`src/rtl/lenet_layer_sched.sv`:
```
// Layer scheduler for the LeNet accelerator: starts C1..FC2 in order, with a drain gap, a watchdog and abort.
// Optional build macro LAYER_PERF_CNT_EN adds a per-frame cycle counter that drives frame_cycles.
module lenet_layer_sched #(
   parameter int NUM_LAYERS  = 6,
   parameter int GAP_CYC     = 2,
   parameter int TIMEOUT_CYC = 65535,
   parameter int CNT_W       = 16
) (
   input  logic                  clk,
   input  logic                  rst_n,
   input  logic                  frame_start,
   input  logic                  abort,
   input  logic                  err_clr,
   input  logic [NUM_LAYERS-1:0] layer_done,
   output logic [NUM_LAYERS-1:0] layer_start,
   output logic [2:0]            cur_layer,
   output logic                  busy,
   output logic                  frame_done,
   output logic                  err,
   output logic [2:0]            err_layer,
   output logic [31:0]           frame_cycles
);

   typedef enum logic [2:0] {
      S_IDLE  = 3'd0,
      S_ISSUE = 3'd1,
      S_WAIT  = 3'd2,
      S_GAP   = 3'd3,
      S_DONE  = 3'd4,
      S_ERR   = 3'd5
   } state_t;

   localparam logic [CNT_W-1:0] TO_LAST  = CNT_W'(TIMEOUT_CYC - 1);
   localparam logic [CNT_W-1:0] GAP_LAST = CNT_W'((GAP_CYC > 0) ? (GAP_CYC - 1) : 0);
   localparam logic [2:0]       LAST_IDX = 3'(NUM_LAYERS - 1);
   localparam logic [NUM_LAYERS-1:0] ONE_HOT0 = NUM_LAYERS'(1);

   state_t                state_q, state_d;
   logic [2:0]            cur_q, cur_d;
   logic [CNT_W-1:0]      cnt_q, cnt_d;
   logic [NUM_LAYERS-1:0] start_q, start_d;
   logic                  busy_q, busy_d;
   logic                  fdone_q, fdone_d;
   logic                  err_q, err_d;
   logic [2:0]            err_layer_q, err_layer_d;
   logic                  done_cur_s;

   assign done_cur_s = layer_done[cur_q];

   // Next-state, layer index, shared gap/watchdog counter and sticky error.
   always_comb begin
      state_d     = state_q;
      cur_d       = cur_q;
      cnt_d       = cnt_q;
      err_d       = err_q;
      err_layer_d = err_layer_q;
      if (abort) begin
         state_d     = S_IDLE;
         cur_d       = 3'd0;
         cnt_d       = '0;
         err_d       = 1'b0;
         err_layer_d = 3'd0;
      end else begin
         case (state_q)
            S_IDLE: begin
               if (frame_start) begin
                  state_d = S_ISSUE;
                  cur_d   = 3'd0;
               end else begin
                  state_d = S_IDLE;
               end
            end
            S_ISSUE: begin
               cnt_d   = '0;
               state_d = S_WAIT;
            end
            S_WAIT: begin
               // a done arriving on the last watchdog cycle still counts
               if (done_cur_s) begin
                  cnt_d = '0;
                  if (cur_q == LAST_IDX) begin
                     state_d = S_DONE;
                  end else if (GAP_CYC > 0) begin
                     state_d = S_GAP;
                  end else begin
                     state_d = S_ISSUE;
                     cur_d   = cur_q + 3'd1;
                  end
               end else if (cnt_q == TO_LAST) begin
                  state_d     = S_ERR;
                  err_d       = 1'b1;
                  err_layer_d = cur_q;
               end else begin
                  cnt_d = cnt_q + CNT_W'(1);
               end
            end
            S_GAP: begin
               if (cnt_q == GAP_LAST) begin
                  state_d = S_ISSUE;
                  cur_d   = cur_q + 3'd1;
                  cnt_d   = '0;
               end else begin
                  cnt_d = cnt_q + CNT_W'(1);
               end
            end
            S_DONE: begin
               state_d = S_IDLE;
               cur_d   = 3'd0;
            end
            S_ERR: begin
               if (err_clr) begin
                  state_d = S_IDLE;
                  err_d   = 1'b0;
                  cur_d   = 3'd0;
               end else begin
                  state_d = S_ERR;
               end
            end
            default: begin
               state_d = S_IDLE;
               cur_d   = 3'd0;
               cnt_d   = '0;
            end
         endcase
      end
   end

   // Registered pulse/status outputs trail the state by one cycle; abort squashes them at once.
   always_comb begin
      start_d = '0;
      busy_d  = 1'b0;
      fdone_d = 1'b0;
      if (abort) begin
         start_d = '0;
         busy_d  = 1'b0;
         fdone_d = 1'b0;
      end else begin
         busy_d  = (state_q != S_IDLE) && (state_q != S_ERR);
         fdone_d = (state_q == S_DONE);
         if (state_q == S_ISSUE) begin
            start_d = ONE_HOT0 << cur_q;
         end else begin
            start_d = '0;
         end
      end
   end

   // Control and output registers.
   always_ff @(posedge clk or negedge rst_n) begin
      if (!rst_n) begin
         state_q     <= S_IDLE;
         cur_q       <= 3'd0;
         cnt_q       <= '0;
         start_q     <= '0;
         busy_q      <= 1'b0;
         fdone_q     <= 1'b0;
         err_q       <= 1'b0;
         err_layer_q <= 3'd0;
      end else begin
         state_q     <= state_d;
         cur_q       <= cur_d;
         cnt_q       <= cnt_d;
         start_q     <= start_d;
         busy_q      <= busy_d;
         fdone_q     <= fdone_d;
         err_q       <= err_d;
         err_layer_q <= err_layer_d;
      end
   end

   assign layer_start = start_q;
   assign cur_layer   = cur_q;
   assign busy        = busy_q;
   assign frame_done  = fdone_q;
   assign err         = err_q;
   assign err_layer   = err_layer_q;

`ifdef LAYER_PERF_CNT_EN
   logic [31:0] perf_q, perf_d;
   logic [31:0] fcyc_q, fcyc_d;

   // Saturating frame cycle counter, snapshotted on the DONE cycle.
   always_comb begin
      perf_d = perf_q;
      fcyc_d = fcyc_q;
      if ((state_q == S_IDLE) && frame_start && !abort) begin
         perf_d = 32'd0;
      end else if ((state_q != S_IDLE) && (state_q != S_ERR) && (perf_q != 32'hFFFF_FFFF)) begin
         perf_d = perf_q + 32'd1;
      end else begin
         perf_d = perf_q;
      end
      if ((state_q == S_DONE) && !abort) begin
         fcyc_d = perf_q;
      end else begin
         fcyc_d = fcyc_q;
      end
   end

   // Performance counter registers.
   always_ff @(posedge clk or negedge rst_n) begin
      if (!rst_n) begin
         perf_q <= 32'd0;
         fcyc_q <= 32'd0;
      end else begin
         perf_q <= perf_d;
         fcyc_q <= fcyc_d;
      end
   end

   assign frame_cycles = fcyc_q;
`else
   assign frame_cycles = 32'd0;
`endif

endmodule

```
`config.mk`:
```
export PLATFORM = sky130hd
export DESIGN_NAME = lenet_layer_sched
export DESIGN_NICKNAME = d
export VERILOG_FILES = /design/src/rtl/lenet_layer_sched.sv
export SDC_FILE = /design/constraint.sdc
export NUM_CORES = 1
export LEC_CHECK = 0
export ABC_AREA = 1
export CORE_MARGIN = 2
export CORE_UTILIZATION = 55
export DETAILED_ROUTE_END_ITERATION = 7
export PLACE_DENSITY = 0.86
export SLEW_MARGIN = 20
export SYNTH_ARGS = -nofsm -noshare
export SYNTH_HDL_FRONTEND = slang
export SYNTH_SLANG_ARGS = --single-unit
export TNS_END_PERCENT = 50
```
`constraint.sdc`:
```
create_clock -name clk -period 5.1 [get_ports clk]
set_clock_uncertainty 0.2 [all_clocks]
set_input_delay 0.765 -clock clk [delete_from_list [all_inputs] [get_ports clk]]
set_output_delay 0.765 -clock clk [all_outputs]
set_load 0.1 [all_outputs]
```
==> results of run 1 <==
cell usage after synthesis:
cell and n:
nand3_2 4, o31ai_2 1, nand2_1 107, nand4_4 1, xor2_1 4, nand3_1 34
buf_2 4, nor3_2 2, o211ai_4 1, inv_2 11, buf_4 32, conb_1 1
nor2_2 6, clkbuf_1 1, o21ai_0 6, nor3_1 8, o21ai_1 3, clkinv_2 1
nor4_1 1, dfrtp_1 34, nand3b_1 1, buf_6 2, nor2_1 33, nand2_2 11
a21oi_1 4, nor2_4 4, nand2_4 1, ha_1 8, nand3_4 1, nor3b_1 1
inv_1 40, nand4_1 9, o21ai_2 4
final cells by class:
class	instances	area [µm²]
fillers	412	1780
multi-input cells	287	1460
flip-flops and latches	34	851
repair buffers	26	258
inverters	52	196
clock buffers	7	86.3
well taps	67	83.8
clock inverters	1	5.00
worst reg2reg max path, stage by stage, from the launching register on:
cell and delay [ns]:
dfrtp_1 0.40, inv_1 0.17, ha_1 0.23, inv_1 0.06
nor3_1 0.20, nand4_1 0.20, nand3_1 0.20, nand2_2 0.15
nand2_1 0.12, o21ai_2 0.06
kinds of logic (layout without fill, tap and decap cells):
family / Yosys count / after routing / synth area share
XOR/XNOR: 4 / 4 / 0.0131
adder cells (fa/ha/maj): 8 / 8 / 0.0373
AND/OR/NAND/NOR: 224 / 224 / 0.401
other: 1 / 32 / 0.00140
buffers and inverters: 91 / 86 / 0.180
AO/OA/AOI/OAI: 19 / 19 / 0.0499
flip-flops: 34 / 34 / 0.317
state kept, by name, summed over array words and instances (netlist names):
register and flops:
cnt_q 16, err 1, frame_done 1, err_layer 3, state_q 3, busy 1
layer_start 6, cur_layer 3
power breakdown:
part	switching [mW]	internal [mW]	leakage, nW
clock	0.0960	0.109	0.0482
sequential	0.0170	0.289	0.470
combinational	0.353	0.0869	0.975
per-layer routing:
layer | global-route usage | vias to the layer above | wire [µm]
met5 | 0 | - | 0
met4 | 0.0788 | 0 | 115
met3 | 0.0535 | 18 | 450
met2 | 0.400 | 122 | 3000
met1 | 0.300 | 1144 | 2480
li1 | - | 1174 | -
cells in the final DEF (no fill, tap or decap), types with 8 or more instances in the layout:
cell / n
inv_1: 40
clkdlybuf4s50_1: 25
nor3_1: 8
nand2_2: 11
nand2_1: 107
ha_1: 8
dfrtp_1: 34
nand3_1: 34
nand4_1: 9
conb_1: 32
inv_2: 11
nor2_1: 33
final timing paths:
| kind | startpoint | to | slack [ns] | depth (start not counted) |
|---|---|---|---|---|
| worst max register to register | cnt_q[0]$_DFFE_PN0P_ | cnt_q[2]$_DFFE_PN0P_ | 3.01 | 9 |
| min in group asynchronous | rst_n | cnt_q[0]$_DFFE_PN0P_ | 0.69 | 2 |
| worst max-delay path | cur_layer[0]$_DFFE_PN0P_ | cur_layer[0] | 2.05 | 1 |
| worst min register to register | err_layer[1]$_DFFE_PN0P_ | err_layer[1]$_DFFE_PN0P_ | 0.27 | 2 |
| worst min-delay path | err_layer[1]$_DFFE_PN0P_ | err_layer[1]$_DFFE_PN0P_ | 0.27 | 2 |
| max in group asynchronous | rst_n | cur_layer[1]$_DFFE_PN0P_ | 3.70 | 2 |
==> summary.md, run 1 <==
| Metric | Value |
|---|---|
| Status | `finished clean` |
| CTS H-Tree Depth | `2` |
| Final setup fails | `0` |
| Critical path type | `flop to output pin` |
| Share of cells above drive strength 1 | `0.138` |
| Cts repair resizes | `0` |
| Final #Nets | `425` |
| Area contributors post-synth | `dfrtp_1 (32%), nand2_1 (15%), buf_4 (9.0%)` |
| Die X | `73.8 µm` |
| Setup repair bufs after CTS | `0` |
| Inserted Clock Buffers | `5` |
| Grt ovf | `0` |
| Non-Filler Instances | `474` |
| CP max stage delay | `1.21 ns` |
| 1st-iter DRT viols | `220` |
| Synth-to-Final Area Change | `9.80%` |
| Gr usage total | `0.237` |
| Initial antenna violation count | `0` |
| Largest net degree at the start of global routing | `35` |
| Crit-path max FO | `11` |
| Seq cells post-synth | `34` |
| Leading area contributor after synthesis | `dfrtp_1` |
| Slew headroom | `0.343` |
| Hpwl dp | `4590 µm` |
| Placed Area | `2850 µm²` |
| DRT Pass-1 Iters | `7` |
| CP bufs+invs | `1` |
| Vias in the first global route | `2,263` |
| DRC | `0` |
| Design area | `2940 µm²` |
| Via count | `2,458` |
| Gpl congestion | `0.973` |
| Area of the core | `4720 µm²` |
| Top delay family on crit path | `buffers and inverters` |
| Tot Pwr | `951 µW` |
| Power Density | `323 nW/µm²` |
| CP Launch Type | `flop` |
| IO Pins | `58` |
| Post-synth top area share | `0.317` |
| PnR worst setup slack | `2.05 ns` |
| Ant diodes | `0` |
| Post-synthesis cell type count | `33` |
| PortBufs | `25` |
| Via density | `5.19` |
| Post-Syn Area | `2680 µm²` |
| CTS tree | `done` |
| CTS clk-pin slew, worst paths | `0.06 ns` |
| Max cap viols | `0` |
| Synth Instances | `381` |
| First-pass GRT wire length | `9950 µm` |
| Worst Setup End Kind | `output pin` |
| Worst path slowest cell | `clkdlybuf4s50_1` |
| Hold-fix buffers, CTS | `0` |
| CTS Sinks | `34` |
| Critical Path AT | `2.08 ns` |
| Final setup TNS | `0 ns` |
| WP data required | `4.14 ns` |
| CP Cell Sequence | `clkdlybuf4s50_1` |
| Die Y | `73.8 µm` |
| RSZ-0062 raised after global routing | `no` |
| Wirelength per Cell | `12.7 µm` |
| Worst skew pair latency | `0.29 ns` |
| Hold WS | `0.274 ns` |
| Maximum clock insertion buffer count | `2` |
| Pre-CTS setup slack | `1.85 ns` |
| Post-layout minimum cycle time | `3.05 ns` |
| Rows | `25` |
| Slew @ Worst Pin | `0.983 ns` |
| Util after Layout | `0.623` |
| Final hold viol count | `0` |
| DRT antenna net count | `0` |
| Initial core utilization | `0.568` |
| Placed Cells | `466` |
| Clock root buffer | `clkbuf_8` |
| Final worst path period share | `0.598` |
| Syn_area_per_cell | `7.04 µm²` |
| Slew Viols, Final | `0` |
| P_leak | `1.49 nW` |
| Fmax | `328 MHz` |
| Hold WC Path Type | `flop to flop` |
| Routed Wire Length | `6040 µm` |
| Yosys warnings | `0` |
| Peak VDD IR | `282 µV` |
| Die Area | `5450 µm²` |
| Seq/Total Area, Yosys | `0.317` |
(Power assumes the default switching activity.)
==> run 2: changes to the inputs <==
- CORE_UTILIZATION: 55 -> 47
- PLACE_DENSITY: 0.86 -> 0.78
- clock period: 5.1 -> 2.55 ns (I/O delays scaled with it)
==> run 2 against run 1 <==
  * Critical path depth up 8
  * Utilization down 8.1 points
  * Cell area up 1.4%
  * Register-to-register slack worse by 2.6 ns
  * Combinational power up 100%
  * Routed wire length down 1.1%
  * Sequential share of layout area down 0.41 points
  * Critical endpoint is now cnt_q[15]$_DFFE_PN0P_
  * Largest cell class unchanged
==> summary.md, run 2 (same netlist as run 1, synthesis figures left out) <==
| Metric | Value |
|---|---|
| First-pass GRT wire length | `10,100 µm (+1.1%)` |
| DRC | `0 (unchanged)` |
| Crit-path max FO | `6 (-5)` |
| IO Pins | `58 (unchanged)` |
| Setup repair bufs after CTS | `0 (unchanged)` |
| DRT antenna net count | `0 (unchanged)` |
| Gpl congestion | `0.951 (-2.2%)` |
| Crit path launch | `cnt_q[0]$_DFFE_PN0P_` |
| Area of the core | `5510 µm² (+17%)` |
| Maximum clock insertion buffer count | `2 (unchanged)` |
| Peak VDD IR | `374 µV (+33%)` |
| Inserted Clock Buffers | `5 (unchanged)` |
| Hold WC Path Type | `flop to flop` |
| Non-Filler Instances | `482 (+1.7%)` |
| Hpwl dp | `4460 µm (-2.9%)` |
| Largest reg by FF count | `cnt_q` |
| P_leak | `1.56 nW (+4.5%)` |
| Initial antenna violation count | `0 (unchanged)` |
| CP Launch Type | `flop` |
| Critical Path AT | `2.07 ns (about the same)` |
| Power Density | `705 nW/µm² (+120%)` |
| Worst Setup End Kind | `flop` |
| RSZ-0062 raised after global routing | `no` |
| Slew Viols, Final | `0 (unchanged)` |
| Via density | `4.82 (-7.1%)` |
| Rows | `27 (+8.0%)` |
| WP data required | `2.51 ns (-1.63 ns)` |
| CP bufs+invs | `2 (+1)` |
| Worst skew pair latency | `0.29 ns (about the same)` |
| Final setup TNS | `0 ns (unchanged)` |
| Die Area | `6330 µm² (+16%)` |
| Wirelength per Cell | `12.4 µm (-2.8%)` |
| Critical path type | `flop to flop` |
| Most common cell on crit path | `inv_1` |
| Routed Wire Length | `5970 µm (-1.1%)` |
| Hold-fix buffers, CTS | `0 (unchanged)` |
| Largest register FFs | `16 (unchanged)` |
| Die Y | `79.5 µm (+7.7%)` |
| R2r startpoint | `cnt_q[0]$_DFFE_PN0P_` |
| Synth-to-Final Area Change | `11.4%` |
| Clock root buffer | `clkbuf_8` |
| Vias in the first global route | `2,151 (-4.9%)` |
| Fmax | `473 MHz` |
| Status | `finished clean` |
| Final worst path period share | `0.828` |
| Gr usage total | `0.204 (-0.0339)` |
| CTS H-Tree Depth | `2 (unchanged)` |
| Initial core utilization | `0.487 (-0.0807)` |
| Most frequent cells in the layout | `nand2_1 (107), inv_1 (40), nand3_1 (34), dfrtp_1 (34), nor2_1 (33)` |
| Die X | `79.5 µm (+7.7%)` |
| Final #Nets | `428 (+0.71%)` |
| Hold Startpoint | `err_layer[1]$_DFFE_PN0P_` |
| CP Cell Sequence | `inv_1 -> ha_1 -> inv_1 -> nor3_1 -> nand4_1 -> nand3_1 -> nand2_2 -> nand2_1 -> o21ai_2` |
| 1st-iter DRT viols | `117 (-47%)` |
| CTS clk-pin slew, worst paths | `0.08 ns (+0.02 ns)` |
| Commonest non-fill, non-tap cell in the layout | `nand2_1` |
| CTS tree | `done` |
| Ant diodes | `0 (unchanged)` |
| Post-layout minimum cycle time | `2.11 ns` |
| Fill cell count | `527 (+28%)` |
| Share of cells above drive strength 1 | `0.183 (+0.0453)` |
| Placed Cells | `474 (+1.7%)` |
| Hold WS | `0.277 ns (+0.00239 ns)` |
| CP max stage delay | `0.40 ns (-0.81 ns)` |
| Final hold viol count | `0 (unchanged)` |
| Grt ovf | `0 (unchanged)` |
| Largest net degree at the start of global routing | `35 (unchanged)` |
| Final setup fails | `0 (unchanged)` |
| Worst path slowest cell | `dfrtp_1` |
| Cts repair resizes | `0 (unchanged)` |
| DRT Pass-1 Iters | `4 (-3)` |
| CTS Sinks | `34 (unchanged)` |
| Max cap viols | `0 (unchanged)` |
| PortBufs | `25 (unchanged)` |
| Top delay family on crit path | `simple AND/OR/NAND/NOR gates` |
| Via count | `2,323 (-5.5%)` |
-- run 2: changes by cell type in the layout (fill, tap and decap cells not counted) --
cell	previous run	this run
buf_4	1	19
bufinv_16	0	2
clkbuf_1	1	0
clkdlybuf4s50_1	25	10
clkinv_2	2	1
-- run 2: final timing paths --
kind / to / slack [ns] / cells after the start
setup / recovery: cnt_q[15]$_DFFE_PN0P_ / 0.44 / 9
hold / removal: err_layer[1]$_DFFE_PN0P_ / 0.28 / 2
setup reg to reg: cnt_q[15]$_DFFE_PN0P_ / 0.44 / 9
hold reg to reg: err_layer[1]$_DFFE_PN0P_ / 0.28 / 2
max in group asynchronous: cnt_q[12]$_DFFE_PN0P_ / 1.53 / 2
min in group asynchronous: err_layer[0]$_DFFE_PN0P_ / 0.29 / 2
-- run 2: metal layers --
metal | vias to the layer above | share of wire | global-route usage
li1 | 1185 | - | -
met1 | 1049 | 0.43 | 0.260
met2 | 81 | 0.49 | 0.338
met3 | 8 | 0.069 | 0.0441
met4 | 0 | 0.011 | 0.0741
met5 | - | 0 | 0
-- run 2: cell type report --
class | instances | area [µm²] | area share
inverter | 52 | 196 | 0.0658
clock inverter | 2 | 60.1 | 0.0201
sequential | 34 | 851 | 0.285
tap | 72 | 90.1 | 0.0302
timing repair buffer | 29 | 243 | 0.0813
multi-input combinational | 287 | 1460 | 0.490
clock buffer | 6 | 82.6 | 0.0276
-- run 2: where the power goes --
part | switching, mW | leakage (nW) | internal (mW)
clock | 0.199 | 0.0714 | 0.417
combinational | 0.710 | 1.02 | 0.170
sequential | 0.0331 | 0.470 | 0.577
-- run 2: per-stage QoR --
| stage | setup slack (ns) | cell area, µm² | util | power, mW |
|---|---|---|---|---|
| 2_1_floorplan | 0.200 | 2800 | - | 1.38 |
| 3_3_place_gp | 0.342 | 2840 | 0.516 | 1.49 |
| 3_5_place_dp | 0.278 | 2840 | 0.516 | 1.50 |
| 4_1_cts | 0.429 | 2990 | 0.542 | 2.13 |
| 5_1_grt | 0.268 | 2990 | 0.542 | 2.22 |
| 6_report | 0.437 | 2990 | 0.542 | 2.11 |
-- run 2: tightest hold or removal path, stage by stage (launching register included) --
cell and delay [ns]:
dfrtp_1 0.35, nand2_1 0.05, nand2_1 0.05
